## src/rtl/stage_buffer_reg_if.sv

```systemverilog
// stage_buffer_reg_if
//   Bus bundle for a pipeline stage register.
//   Signals:
//     in          [SIZE] data to capture (driven by upstream stage)
//     writeEnable        1 = capture on next rising edge, 0 = hold
//     out         [SIZE] registered stage contents
//     loaded             1 once a write has occurred since the last flush
//     parity_err         only when STAGE_BUFFER_PARITY_EN is defined
//   Modports:
//     master : upstream/downstream side (drives in/writeEnable)
//     slave  : the stage register itself
interface stage_buffer_reg_if #(
  parameter int unsigned SIZE = 32
);
  logic [SIZE-1:0] in;
  logic            writeEnable;
  logic [SIZE-1:0] out;
  logic            loaded;
`ifdef STAGE_BUFFER_PARITY_EN
  logic            parity_err;
`endif

  modport master (
    output in,
    output writeEnable,
    input  out,
    input  loaded
`ifdef STAGE_BUFFER_PARITY_EN
    , input parity_err
`endif
  );

  modport slave (
    input  in,
    input  writeEnable,
    output out,
    output loaded
`ifdef STAGE_BUFFER_PARITY_EN
    , output parity_err
`endif
  );
endinterface

```

## src/rtl/stage_buffer_reg.sv

```systemverilog
// stage_buffer_reg
//   Write-enabled pipeline stage register (e.g. IF/ID: {PC+2, instruction}).
//   Captures bus.in on the rising clk edge when bus.writeEnable=1, holds
//   otherwise. flush (active-low, asynchronous) forces out=RESET_VALUE and
//   loaded=0. loaded lets downstream logic tell a bubble from real data.
//   Ports:
//     clk    rising-edge clock
//     flush  asynchronous active-low flush
//     bus    stage_buffer_reg_if.slave (in, writeEnable, out, loaded
//            [, parity_err])
//   Optional feature macro: STAGE_BUFFER_PARITY_EN
//     Stores the XOR of each captured word; parity_err flags a mismatch
//     between the XOR of out and the stored bit.
module stage_buffer_reg #(
  parameter int unsigned      SIZE        = 32,
  parameter logic [SIZE-1:0]  RESET_VALUE = '0
) (
  input logic                 clk,
  input logic                 flush,
  stage_buffer_reg_if.slave   bus
);

  logic [SIZE-1:0] out_q;
  logic            loaded_q;

  always_ff @(posedge clk or negedge flush) begin
    if (!flush) begin
      out_q    <= RESET_VALUE;
      loaded_q <= 1'b0;
    end else if (bus.writeEnable) begin
      out_q    <= bus.in;
      loaded_q <= 1'b1;
    end
  end

  assign bus.out    = out_q;
  assign bus.loaded = loaded_q;

`ifdef STAGE_BUFFER_PARITY_EN
  logic par_q;

  always_ff @(posedge clk or negedge flush) begin
    if (!flush) begin
      par_q <= ^RESET_VALUE;
    end else if (bus.writeEnable) begin
      par_q <= ^bus.in;
    end
  end

  // Check against the bus value so a corrupted out is caught.
  assign bus.parity_err = (^bus.out) != par_q;
`endif

endmodule

```

## src/flat_wrapper.sv

```systemverilog
// flat-port wrapper written by rule: the top's interface ports become plain ports
module stage_buffer_reg_flat 
#(
  parameter int unsigned      SIZE        = 32,
  parameter logic [SIZE-1:0]  RESET_VALUE = '0
)
  (clk, flush, bus_in, bus_writeEnable, bus_out, bus_loaded);
  stage_buffer_reg_if #(.SIZE(SIZE)) bus_i ();
  input logic clk;
  input logic flush;
  input wire logic [$bits(bus_i.in)-1:0] bus_in;
  input wire logic [$bits(bus_i.writeEnable)-1:0] bus_writeEnable;
  output wire logic [$bits(bus_i.out)-1:0] bus_out;
  output wire logic [$bits(bus_i.loaded)-1:0] bus_loaded;
  assign bus_i.in = bus_in;
  assign bus_i.writeEnable = bus_writeEnable;
  assign bus_out = bus_i.out;
  assign bus_loaded = bus_i.loaded;
  stage_buffer_reg #(.SIZE(SIZE), .RESET_VALUE(RESET_VALUE)) u_core (.clk(clk), .flush(flush), .bus(bus_i));
endmodule
```

## config.mk

```make
export PLATFORM = sky130hd
export DESIGN_NAME = stage_buffer_reg_flat
export DESIGN_NICKNAME = d
export VERILOG_FILES = /design/src/rtl/stage_buffer_reg_if.sv /design/src/rtl/stage_buffer_reg.sv /design/src/flat_wrapper.sv
export SDC_FILE = /design/constraint.sdc
export NUM_CORES = 1
export LEC_CHECK = 0
export ABC_AREA = 1
export CAP_MARGIN = 15
export CORE_AREA = 2 2 53 79
export CTS_CLUSTER_SIZE = 30
export DETAILED_ROUTE_END_ITERATION = 8
export DIE_AREA = 0 0 55 81
export PLACE_DENSITY_LB_ADDON = 0.12
export SYNTH_ARGS = -nofsm -noshare
export SYNTH_HDL_FRONTEND = slang
export SYNTH_SLANG_ARGS = --single-unit
```

## constraint.sdc

```tcl
create_clock -name clk -period 1 [get_ports clk]
set_clock_uncertainty 0.15 [all_clocks]
set_input_delay 0.25 -clock clk [delete_from_list [all_inputs] [get_ports clk]]
set_output_delay 0.25 -clock clk [all_outputs]
set_load 0.02 [all_outputs]
```

After elaboration in Yosys (flattened, before gate mapping):

Index checks and enable logic that the tools add are counted.

* register bits: 33
* output and inout port bits: 33

Logic depth before layout (Yosys ltp):

* depth after elaboration: 0
* gate-level depth with buffers: 5
* mapped depth without buffers: 3

Least setup slack after synthesis:

OpenSTA, ideal clock, no wires.

* path type: reg-to-reg
* from: register u_core.bus.loaded (netlist name)
* to: register u_core.loaded_q (netlist: u_core.bus.loaded)
* setup time: 0.127 ns
* arrival: 0.710 ns
* required time: 0.723 ns
* setup slack: 0.012 ns
* cell stages (with the launch flop): 2
* buffers on the path: 0
* period minus slack after synthesis: 0.988 ns
* path through: dfrtp_1 or2_2

RTL lines
* end signal: assignment: RTL line stage_buffer_reg.sv:29 `loaded_q <= 1'b0;`
* end signal: assignment: RTL line stage_buffer_reg.sv:32 `loaded_q <= 1'b1;`
* end: declaration: RTL line stage_buffer_reg.sv:24 `logic loaded_q;`

Worst setup path after layout:

* from: register u_core.out_q[4] (netlist: u_core.bus.out[4])
* to: output bus_out[4]

RTL lines
* start: declaration: RTL line stage_buffer_reg.sv:23 `logic [SIZE-1:0] out_q;`
* start signal: assignment: RTL line stage_buffer_reg.sv:31 `out_q <= bus.in;`
* end: declaration: RTL line flat_wrapper.sv:13 `output wire logic [$bits(bus_i.out)-1:0] bus_out;`

No word-level cell between the ends.

==> run_results.csv <==
group,metric,value,unit
place,gp_congestion,0.692,
clocking,postCtsHoldBufs,0,
clocking,cts_tree,"built",
critical_path,critPathSlowestCell,"dfrtp_1",
logic_synthesis,synth_cells,138,
power,power_density,1480,nW/µm²
logic_synthesis,yosysTopAreaCell,"dfrtp_1",
layout,area_growth,77.5,%
clocking,cts.path.max_buffers,2,
logic_synthesis,synth_ff_type,"dfrtp_1",
logic_synthesis,avgSynthCellArea,9.18,µm²
logic_synthesis,ys_seq_elements,33,
drt,dr.first_iter.drc_count,14,
critical_path,cp_top_family,"flip-flops",
logic_synthesis,yosysSeqAreaShare,65.2,%
sta,slew_viol_final,0,
logic_synthesis,synthArstFlopShare,100,%
sta,fin_crit_sh,121,%
critical_path,ff2ff_path_depth,4,
floorplanning,design.core.area,3850,µm²
critical_path,rr_startpoint,"u_core.bus.out[31]",
critical_path,r2r_slack,0,ns
logic_synthesis,synthTopCellsByArea,"dfrtp_1 65%, nand2_1 28%, buf_6 3.6%",
floorplanning,pin_count,68,
hold_path,hold_class,"primary input to flip-flop",
status,violations,"setup timing",
drt,routedWlPerCell,11.5,µm
place,preCtsSetupSlack,-0.523,ns
grt,antenna_found_initial,0,
drt,vias,1169,
floorplanning,die_h,81,µm
critical_path,crit_chain,"buf_6",
clocking,clkSinkCount,33,
logic_synthesis,synth_nets,173,
drt,viasPerCell,4.30,
sta,min_period,1.21,ns
critical_path,worst_setup_path_end_kind,"output port",
clocking,clk_latency,0.27,ns
logic_synthesis,synth_edf_count,0,
critical_path,cp_max_fo,2,
critical_path,startpoint_type,"flip-flop",
grt,groute.usage.overall,14.3,%
critical_path,criticalPathCategory,"flip-flop to output port",
layout,diodes,0,
power,vdd_ir_drop_max,867,µV
clocking,clk_pin_slew,0.06,ns
critical_path,critPathCapture,"bus_out[4]",
grt,grt_first_pass_wirelength,4.66,mm
drt,ant_nets,0,
critical_path,crit_buf_inv,1,
floorplanning,start_util,32.9,%
floorplanning,rows,28,
layout,nets,262,
critical_path,crit_cells,1,
sta,slew_headroom,82.7,%
critical_path,r2r_end,"u_core.bus.out[31]",
grt,grt-ovfl-total,0,
sta,finalWorstSetupSlack,-0.209,ns
sta,rsz0062_at_grt,"yes",
power,p_leak,1.18,nW
critical_path,cp.arrival,0.81,ns
sta,finalSetupViolCount,34,
drt,drtPass1Iterations,4,
sta,hold_viol,0,
drt,drc,0,
job,cap_violations,0,
logic_synthesis,synth_area,1270,µm²
sta,tightestPinTransition,0.259,ns
layout,drive_gt1_share,29.1,%
critical_path,cp-startpoint,"u_core.bus.out[4]",
clocking,htreeDepth,2,
logic_synthesis,synth_cell_types,6,
logic_synthesis,synth.top_cell.area_share,65.2,%
critical_path,critPathMaxStageDelay,0.40,ns
floorplanning,die_x,55,µm
status,status,"finished, violations left",
layout,post-route-util,58.3,%
place,place_hpwl,2.00,mm
logic_synthesis,yosys-top-cells-count,"96 x nand2_1, 33 x dfrtp_1, 4 x buf_6",
floorplanning,die_area,4460,µm²
place,portBuffers,67,
grt,grt_max_degree,34,
logic_synthesis,ys.warnings.count,0,
critical_path,cp.required,0.60,ns
grt,grt_pass1_vias,1050,
clocking,cts_buffers,5,
hold_path,hold_start,"bus_writeEnable",
clocking,clock_tree.root_cell,"clkbuf_8",
drt,routed_wl,3.13,mm
logic_synthesis,synth_most_common_cell,"nand2_1",
sta,max_freq,0.827,GHz
flip-flops by register name, indices dropped and copies added, names as in the netlist:
register and flops:
u_core.bus.out 32, u_core.bus.loaded 1
per-stage QoR:
stage               setup TNS [ns]  cells  instance area [µm²]  hold slack [ns]  total power [mW]
floorplan                        0    138                 1270           -0.196              1.83
global placement            -26.50    250                 2000            0.302              2.27
detailed placement          -27.81    250                 2000            0.300              2.27
CTS                          -6.98    264                 2180            0.192              3.34
global route                 -7.61    272                 2250            0.196              3.52
finish                       -6.50    272                 2250            0.184              3.33
report_power, final:
part           total (mW)  leakage (nW)  internal [mW]  switching [mW]
Combinational       0.835         0.735          0.472           0.363
Sequential           1.54         0.398           1.45          0.0842
Clock               0.959        0.0443          0.545           0.414
Total                3.33          1.18           2.47           0.862
worst min-delay path by stage:
stage	slack (ns)	endpoint	cells past startpoint
floorplan	-0.20	u_core.bus.loaded	0
global placement	0.30	u_core.bus.loaded	1
detailed placement	0.30	u_core.bus.loaded	1
CTS	0.19	u_core.bus.out[22]	2
global route	0.20	u_core.bus.out[23]	2
finish	0.18	u_core.bus.out[28]	3
timing repair:
| action | in CTS | in global routing |
|---|---|---|
| gates resized for setup | 199 | 7 |
| gates cloned | 0 | 1 |
| buffers inserted | 8 | 10 |
| endpoints found under the setup margin | 66 | 53 |
| pin swaps | 1 | 2 |
per-layer routing:
| layer | vias up | track usage (%) | share of wire [%] |
|---|---|---|---|
| met5 | - | 0 | 0 |
| met1 | 533 | 16.8 | 38 |
| li1 | 588 | - | - |
| met2 | 42 | 23.3 | 52 |
| met4 | 0 | 5.85 | 1.6 |
| met3 | 6 | 4.96 | 8.3 |
cell families (layout without fill, tap and decap cells):
logic type,Yosys count,count (layout),share of synthesized area (%)
buf+inv,8,97,5.83
simple gates,97,97,29.0
flops,33,33,65.2
cell type report:
class                      count  area [µm²]
clock buffer                   7        86.3
fill                         368        1610
inverter                       1        8.76
multi-input combinational     97         372
sequential                    33         826
tap                           45        56.3
timing repair buffer          88         893
timing repair inverter         1        5.00
placed cells by master, fill, tap and decap left out, drive strengths merged:
cell,Yosys,routed
buf,7,54
clkbuf,0,8
clkdlybuf4s50,0,33
clkinv,0,2
dfrtp,33,33
nand2,96,96
or2,1,1
worst register-to-register path, stage by stage, from the launching register on:
cell,delay [ns]
dfrtp_1,0.39
buf_4,0.14
buf_4,0.12
nand2_1,0.05
nand2_1,0.05
No activity file was read; power rests on OpenSTA's default activity.
